==> src/rtl/surf4_spi_wb_bridge.sv <==
// surf4_spi_wb_bridge: SPI mode-0 slave that turns 64-bit frames (cmd, addr, dummy, data) into single
// WISHBONE classic cycles. The cmd byte returns status {err_o, busy, 6'b0}. A cycle without ack is aborted after TIMEOUT clocks.
// Optional burst continuation (address + 4 per extra data word) is enabled by defining SURF4_SPI_WB_BURST_EN.
module surf4_spi_wb_bridge #(
  parameter int TIMEOUT = 32
) (
  input  logic        clk_i,
  input  logic        rst_i,
  output logic        wb_cyc_o,
  output logic        wb_stb_o,
  output logic        wb_we_o,
  output logic [15:0] wb_adr_o,
  output logic [31:0] wb_dat_o,
  output logic [3:0]  wb_sel_o,
  input  logic [31:0] wb_dat_i,
  input  logic        wb_ack_i,
  input  logic        SCK,
  input  logic        CS_B,
  input  logic        MOSI,
  output logic        MISO,
  output logic        MISO_OE,
  output logic        err_o
);

  localparam int            TW      = $clog2(TIMEOUT + 1);
  localparam logic [TW-1:0] TO_LAST = TW'(TIMEOUT - 1);

  localparam logic [2:0] S_IDLE  = 3'd0;
  localparam logic [2:0] S_CMD   = 3'd1;
  localparam logic [2:0] S_ADDR  = 3'd2;
  localparam logic [2:0] S_DUMMY = 3'd3;
  localparam logic [2:0] S_DATA  = 3'd4;
  localparam logic [2:0] S_DONE  = 3'd5;

  localparam logic WB_IDLE = 1'b0;
  localparam logic WB_BUSY = 1'b1;

  logic [1:0]    sck_sync, cs_sync, mosi_sync;
  logic          sck_s, cs_s, mosi_s;
  logic          sck_d, cs_d;
  logic          sck_rise, sck_fall, cs_fall;

  logic [2:0]    spi_state;
  logic [4:0]    bit_cnt;
  logic [31:0]   rx_sr, rx_next;
  logic [7:0]    st_sr;
  logic          cmd_we;
  logic [15:0]   adr_q;
  logic          miso_q;

  logic          req_vld, req_we;
  logic [15:0]   req_adr;
  logic [31:0]   req_dat;

  logic          wb_state;
  logic [TW-1:0] wb_timer;
  logic [31:0]   rd_dat;
  logic          busy;
  logic          err_clr;

  assign sck_s    = sck_sync[1];
  assign cs_s     = cs_sync[1];
  assign mosi_s   = mosi_sync[1];
  assign sck_rise = sck_s & ~sck_d;
  assign sck_fall = ~sck_s & sck_d;
  // cs_d starts low, so a fall can only be seen after CS_B has been observed high.
  assign cs_fall  = ~cs_s & cs_d;
  assign rx_next  = {rx_sr[30:0], mosi_s};
  assign busy     = (wb_state == WB_BUSY);
  // The master has sampled the whole status byte on the 8th rise of the frame.
  assign err_clr  = (spi_state == S_CMD) && !cs_s && sck_rise && (bit_cnt == 5'd7);

  assign wb_sel_o = 4'hF;
  assign MISO     = miso_q;
  // Gated with the raw pin so the driver releases as soon as the master deselects.
  assign MISO_OE  = (spi_state != S_IDLE) && !CS_B;

  // Bring the SPI pins into the clk_i domain and keep one cycle of history for edge detection.
  always_ff @(posedge clk_i or posedge rst_i) begin
    if (rst_i) begin
      sck_sync  <= '0;
      cs_sync   <= '0;
      mosi_sync <= '0;
      sck_d     <= 1'b0;
      cs_d      <= 1'b0;
    end else begin
      sck_sync  <= {sck_sync[0], SCK};
      cs_sync   <= {cs_sync[0], CS_B};
      mosi_sync <= {mosi_sync[0], MOSI};
      sck_d     <= sck_s;
      cs_d      <= cs_s;
    end
  end

  // SPI frame sequencer: shifts MOSI in on SCK rise, drives MISO on SCK fall, and issues WB requests.
  always_ff @(posedge clk_i or posedge rst_i) begin
    if (rst_i) begin
      spi_state <= S_IDLE;
      bit_cnt   <= '0;
      rx_sr     <= '0;
      st_sr     <= '0;
      cmd_we    <= 1'b0;
      adr_q     <= '0;
      miso_q    <= 1'b0;
      req_vld   <= 1'b0;
      req_we    <= 1'b0;
      req_adr   <= '0;
      req_dat   <= '0;
    end else begin
      req_vld <= 1'b0;
      if (sck_rise) rx_sr <= rx_next;
      if (cs_s && (spi_state != S_IDLE)) begin
        spi_state <= S_IDLE;
        miso_q    <= 1'b0;
      end else begin
        case (spi_state)
          S_IDLE: begin
            if (cs_fall) begin
              spi_state <= S_CMD;
              bit_cnt   <= '0;
              miso_q    <= err_o;
              st_sr     <= {busy, 7'b0};
            end
          end
          S_CMD: begin
            if (sck_rise) begin
              bit_cnt <= bit_cnt + 5'd1;
              if (bit_cnt == 5'd7) begin
                cmd_we    <= rx_next[7];
                spi_state <= S_ADDR;
                bit_cnt   <= '0;
              end
            end
            if (sck_fall) begin
              miso_q <= st_sr[7];
              st_sr  <= {st_sr[6:0], 1'b0};
            end
          end
          S_ADDR: begin
            if (sck_rise) begin
              bit_cnt <= bit_cnt + 5'd1;
              if (bit_cnt == 5'd15) begin
                adr_q     <= rx_next[15:0];
                spi_state <= S_DUMMY;
                bit_cnt   <= '0;
                // Reads launch here so data is back before the dummy byte ends.
                if (!cmd_we) begin
                  req_vld <= 1'b1;
                  req_we  <= 1'b0;
                  req_adr <= rx_next[15:0];
                end
              end
            end
            if (sck_fall) miso_q <= 1'b0;
          end
          S_DUMMY: begin
            if (sck_rise) begin
              bit_cnt <= bit_cnt + 5'd1;
              if (bit_cnt == 5'd7) begin
                spi_state <= S_DATA;
                bit_cnt   <= '0;
              end
            end
            if (sck_fall) miso_q <= 1'b0;
          end
          S_DATA: begin
            if (sck_rise) begin
              bit_cnt <= bit_cnt + 5'd1;
              if (bit_cnt == 5'd31) begin
                spi_state <= S_DONE;
                bit_cnt   <= '0;
                if (cmd_we) begin
                  req_vld <= 1'b1;
                  req_we  <= 1'b1;
                  req_adr <= adr_q;
                  req_dat <= rx_next;
                end
              end
            end
            // Indexing the live read register means a late ack shows up from the next bit on.
            if (sck_fall) miso_q <= cmd_we ? 1'b0 : rd_dat[~bit_cnt];
          end
          S_DONE: begin
`ifdef SURF4_SPI_WB_BURST_EN
            spi_state <= S_DATA;
            bit_cnt   <= '0;
            adr_q     <= adr_q + 16'd4;
            if (!cmd_we) begin
              req_vld <= 1'b1;
              req_we  <= 1'b0;
              req_adr <= adr_q + 16'd4;
            end
`else
            if (sck_fall) miso_q <= 1'b0;
`endif
          end
          default: spi_state <= S_IDLE;
        endcase
      end
    end
  end

  // WISHBONE master: one classic cycle per request, aborted with an error after TIMEOUT clocks.
  always_ff @(posedge clk_i or posedge rst_i) begin
    if (rst_i) begin
      wb_state <= WB_IDLE;
      wb_cyc_o <= 1'b0;
      wb_stb_o <= 1'b0;
      wb_we_o  <= 1'b0;
      wb_adr_o <= '0;
      wb_dat_o <= '0;
      wb_timer <= '0;
      rd_dat   <= '0;
      err_o    <= 1'b0;
    end else begin
      if (err_clr) err_o <= 1'b0;
      if (wb_state == WB_IDLE) begin
        if (req_vld) begin
          wb_state <= WB_BUSY;
          wb_cyc_o <= 1'b1;
          wb_stb_o <= 1'b1;
          wb_we_o  <= req_we;
          wb_adr_o <= req_adr;
          wb_dat_o <= req_dat;
          wb_timer <= '0;
        end
      end else begin
        // A request arriving while a cycle is outstanding is dropped and flagged.
        if (req_vld) err_o <= 1'b1;
        if (wb_ack_i) begin
          wb_state <= WB_IDLE;
          wb_cyc_o <= 1'b0;
          wb_stb_o <= 1'b0;
          wb_we_o  <= 1'b0;
          if (!wb_we_o) rd_dat <= wb_dat_i;
        end else if (wb_timer == TO_LAST) begin
          wb_state <= WB_IDLE;
          wb_cyc_o <= 1'b0;
          wb_stb_o <= 1'b0;
          wb_we_o  <= 1'b0;
          err_o    <= 1'b1;
          if (!wb_we_o) rd_dat <= 32'hDEADDEAD;
        end else begin
          wb_timer <= wb_timer + 1'b1;
        end
      end
    end
  end

endmodule

==> config.mk <==
export PLATFORM = sky130hd
export DESIGN_NAME = surf4_spi_wb_bridge
export DESIGN_NICKNAME = d
export VERILOG_FILES = /design/src/rtl/surf4_spi_wb_bridge.sv
export SDC_FILE = /design/constraint.sdc
export NUM_CORES = 1
export LEC_CHECK = 0
export CORE_ASPECT_RATIO = 1.25
export CORE_UTILIZATION = 53
export CTS_BUF_LIST = sky130_fd_sc_hd__clkbuf_2
export DETAILED_ROUTE_END_ITERATION = 16
export PLACE_DENSITY = 0.79
export SLEW_MARGIN = 20
export SYNTH_ARGS = -nofsm -noshare
export SYNTH_HDL_FRONTEND = slang
export SYNTH_SLANG_ARGS = --single-unit
export TNS_END_PERCENT = 20
==> constraint.sdc <==
create_clock -name clk_i -period 5.7 [get_ports clk_i]
set_input_delay 0.57 -clock clk_i [delete_from_list [all_inputs] [get_ports clk_i]]
set_output_delay 0.57 -clock clk_i [all_outputs]
set_load 0.005 [all_outputs]
==> flow_summary.toml <==
[outcome]
status = "finished clean"

[hold_path]
min_path_type = "input port to flop"
min-delay-start = "MOSI"
hold_depth = 1
whs_endpoint = "mosi_sync[0]"

[finish]
n_fill_cell = 1361
layoutNonFillerInstCount = 1196
num-nets-final = 994
syn_to_final_growth_pct = 16.6
drive_gt1_frac = 0.152
fin_util = 0.629

[drt]
drc = 0
vias = 6252
detail-route-antenna-nets = 0
drtPass1Iterations = 5
vias_per_cell = 5.23
routed_wirelength_mm = 18.1
drt-initial-drc-count = 302
wl_per_cell_um = 15.1

[synthesis]
synth_top_area_frac = 0.592
synthCells = 848
synth_area_leader_cell = "dfrtp_1"
ys_seq_elements = 206
synthArstFlopShare = 1.00
ys.flop_type = "dfrtp_1"
synth_area_mm2 = 0.00871
avgSynthCellArea_um2 = 10.3
yosysWarnings = 0
synth.distinct_cells = 51
synthTopCellsByArea = "dfrtp_1, nand2_1, mux2_2"
synth-edff-count = 0
yosysSeqAreaShare = 0.592

[sta]
fin_setup_tns_ns = 0
clock.fmax_mhz = 327
period_share = 0.537
min_period_ns = 3.06
setup_viol = 0
tightest_slew_ns = 0.957
finalClockSkew_ns = 0.0301
maxSlewHeadroom = 0.360
hold_viol_final = 0
maxSlewViolCount = 0
rsz0062_at_grt = "false"

[setup_path]
arrival_ns = 3.71
path_delay_family = "simple AND/OR/NAND/NOR gates"
setup.worst_path.end_class = "flop"
crit_path_frequent_cell = "ha_1"
startpoint_type = "flop"
path_buf_inv = 0
path_max_fanout = 16
path_cells = "ha_1 > and3_1 > ha_1 > nand4_1 > mux2_2"
reg2reg_slack_ns = 2.64
reg2regPathDepth = 5
cp.required_ns = 6.36
crit_type = "flop to flop"
slowest_delay_ns = 0.88
r2r_end = "adr_q[10]"
cp_slowest_cell = "dfrtp_1"
cp_num_cells = 5
timing.rr.start = "bit_cnt[0]"

[grt]
grt_usage = 0.227
top_usage_layer = "met2"
met3_usage = 0.0491
use_met2 = 0.366
grt_antenna_before_repair = 1
gr-usage-met1 = 0.305
grt_pass1_wl_mm = 30.5
grt_pass1_vias = 6338
grt_overflow = 0
grt_max_degree = 104

[power]
leakage_uw = 0.00522
vdd_drop_max_uv = 151
p_total_uw = 2640
power_density_mw_per_mm2 = 260

[floorplan]
core-area_mm2 = 0.0161
dieArea_mm2 = 0.0170
num_rows = 52
io_pins = 96
initial_core_util = 0.540
die_w_um = 117
die_height_um = 145

[cts]
tritoncts = "yes"
cts.clk_slew.worst_paths_ns = 0.10
ctsResizeCount = 0
cts_setup_buffers = 0
cts_buffer_depth = 3
htreeDepth = 2
cts_buffers = 50
clock_tree.root_cell = "clkbuf_2"
cts_hold_buf = 0
numClockSinks = 206
clk_latency_ns = 0.79

[job]
max_cap_violations = 0

[placement]
gp_congestion = 0.820
dp_cells = 1114
portBuffers = 91
dpl.hpwl_mm = 11.1
-- worst max path at each step --
stage,from,endpoint
final,bit_cnt[0],adr_q[10]
after global routing,bit_cnt[0],adr_q[15]
after CTS,bit_cnt[0],adr_q[10]
after detailed placement,wb_ack_i,rd_dat[18]
after global placement,wb_ack_i,rd_dat[16]
after floorplan,rst_i,MISO
-- cell type report --
| cell class | count | area, um^2 | share of cell area |
|---|---|---|---|
| sequential | 206 | 5150 | 0.508 |
| inverter | 40 | 154 | 0.0152 |
| timing repair buffer | 101 | 1010 | 0.0991 |
| antenna | 1 | 2.50 | 0.000246 |
| multi-input combinational | 552 | 3180 | 0.313 |
| tap | 216 | 270 | 0.0266 |
| clock inverter | 12 | 51.3 | 0.00505 |
| clock buffer | 68 | 340 | 0.0335 |
-- state kept, by name (all words and copies together), names as in the netlist, 5 cells and up --
register / flops
adr_q: 16
bit_cnt: 5
rd_dat: 32
req_adr: 16
req_dat: 32
rx_sr: 31
wb_adr_o: 16
wb_dat_o: 32
wb_timer: 6
-- cells in the final DEF (no fill, tap or decap), types with 3 or more instances in the layout --
cell / instances
conb_1: 4
o21a_1: 3
nor2_1: 15
inv_1: 39
nand4_1: 3
buf_4: 8
mux2_2: 52
a22oi_1: 4
nor3_1: 6
mux2i_1: 28
nand3_1: 22
clkdlybuf4s50_1: 91
clkbuf_2: 68
a22o_1: 3
nor2b_1: 5
mux4_2: 3
a31oi_1: 3
dfrtp_1: 206
clkinv_1: 8
o21ai_0: 78
nand2_1: 263
nand2b_1: 6
xnor2_1: 5
ha_1: 5
a21oi_1: 8
-- synthesized netlist by cell type, types with 3 or more instances --
master and number:
nor2b_1 6, nor2_1 16, a22oi_1 4, ha_1 5, mux2i_1 28, nor3_1 6, dfrtp_1 206, xnor2_1 5
inv_1 40, buf_2 5, clkbuf_1 36, nand3_1 22, buf_4 7, o21a_1 3, nand4_1 3, mux4_2 3
a21oi_1 8, buf_6 4, nand2b_1 7, a22o_1 3, mux2_2 52, o21ai_0 78, a31oi_1 3, nand2_1 263
-- where the power goes --
part | internal [uW] | switching, uW
registers | 1520 | 62.2
clock network | 318 | 570
logic | 84.7 | 93.2
-- stage by stage --
step           worst slack, ns  hold slack (ns)  instance area [um^2]
2_1_floorplan             2.46            0.331                  8730
3_3_place_gp              2.13            0.333                  9750
3_5_place_dp              2.04            0.339                  9750
4_1_cts                   2.64            0.157                 10100
5_1_grt                   2.38            0.165                 10200
6_report                  2.64            0.227                 10200
-- cell families after synthesis --
group           Yosys count  synth area share
compound gates          118            0.0773
xor+xnor                  5           0.00503
fa+ha+maj                 5           0.00718
buf+inv                  93            0.0472
flops                   206             0.592
mux                      84             0.108
other cells               1          0.000430
simple gates            336             0.163
-- layer usage --
metal,wire (um),vias up
li1,-,3006
met1,8270,3077
met2,8680,140
met3,871,29
met4,257,0
met5,0,-
No activity file was read; power rests on OpenSTA's default activity.
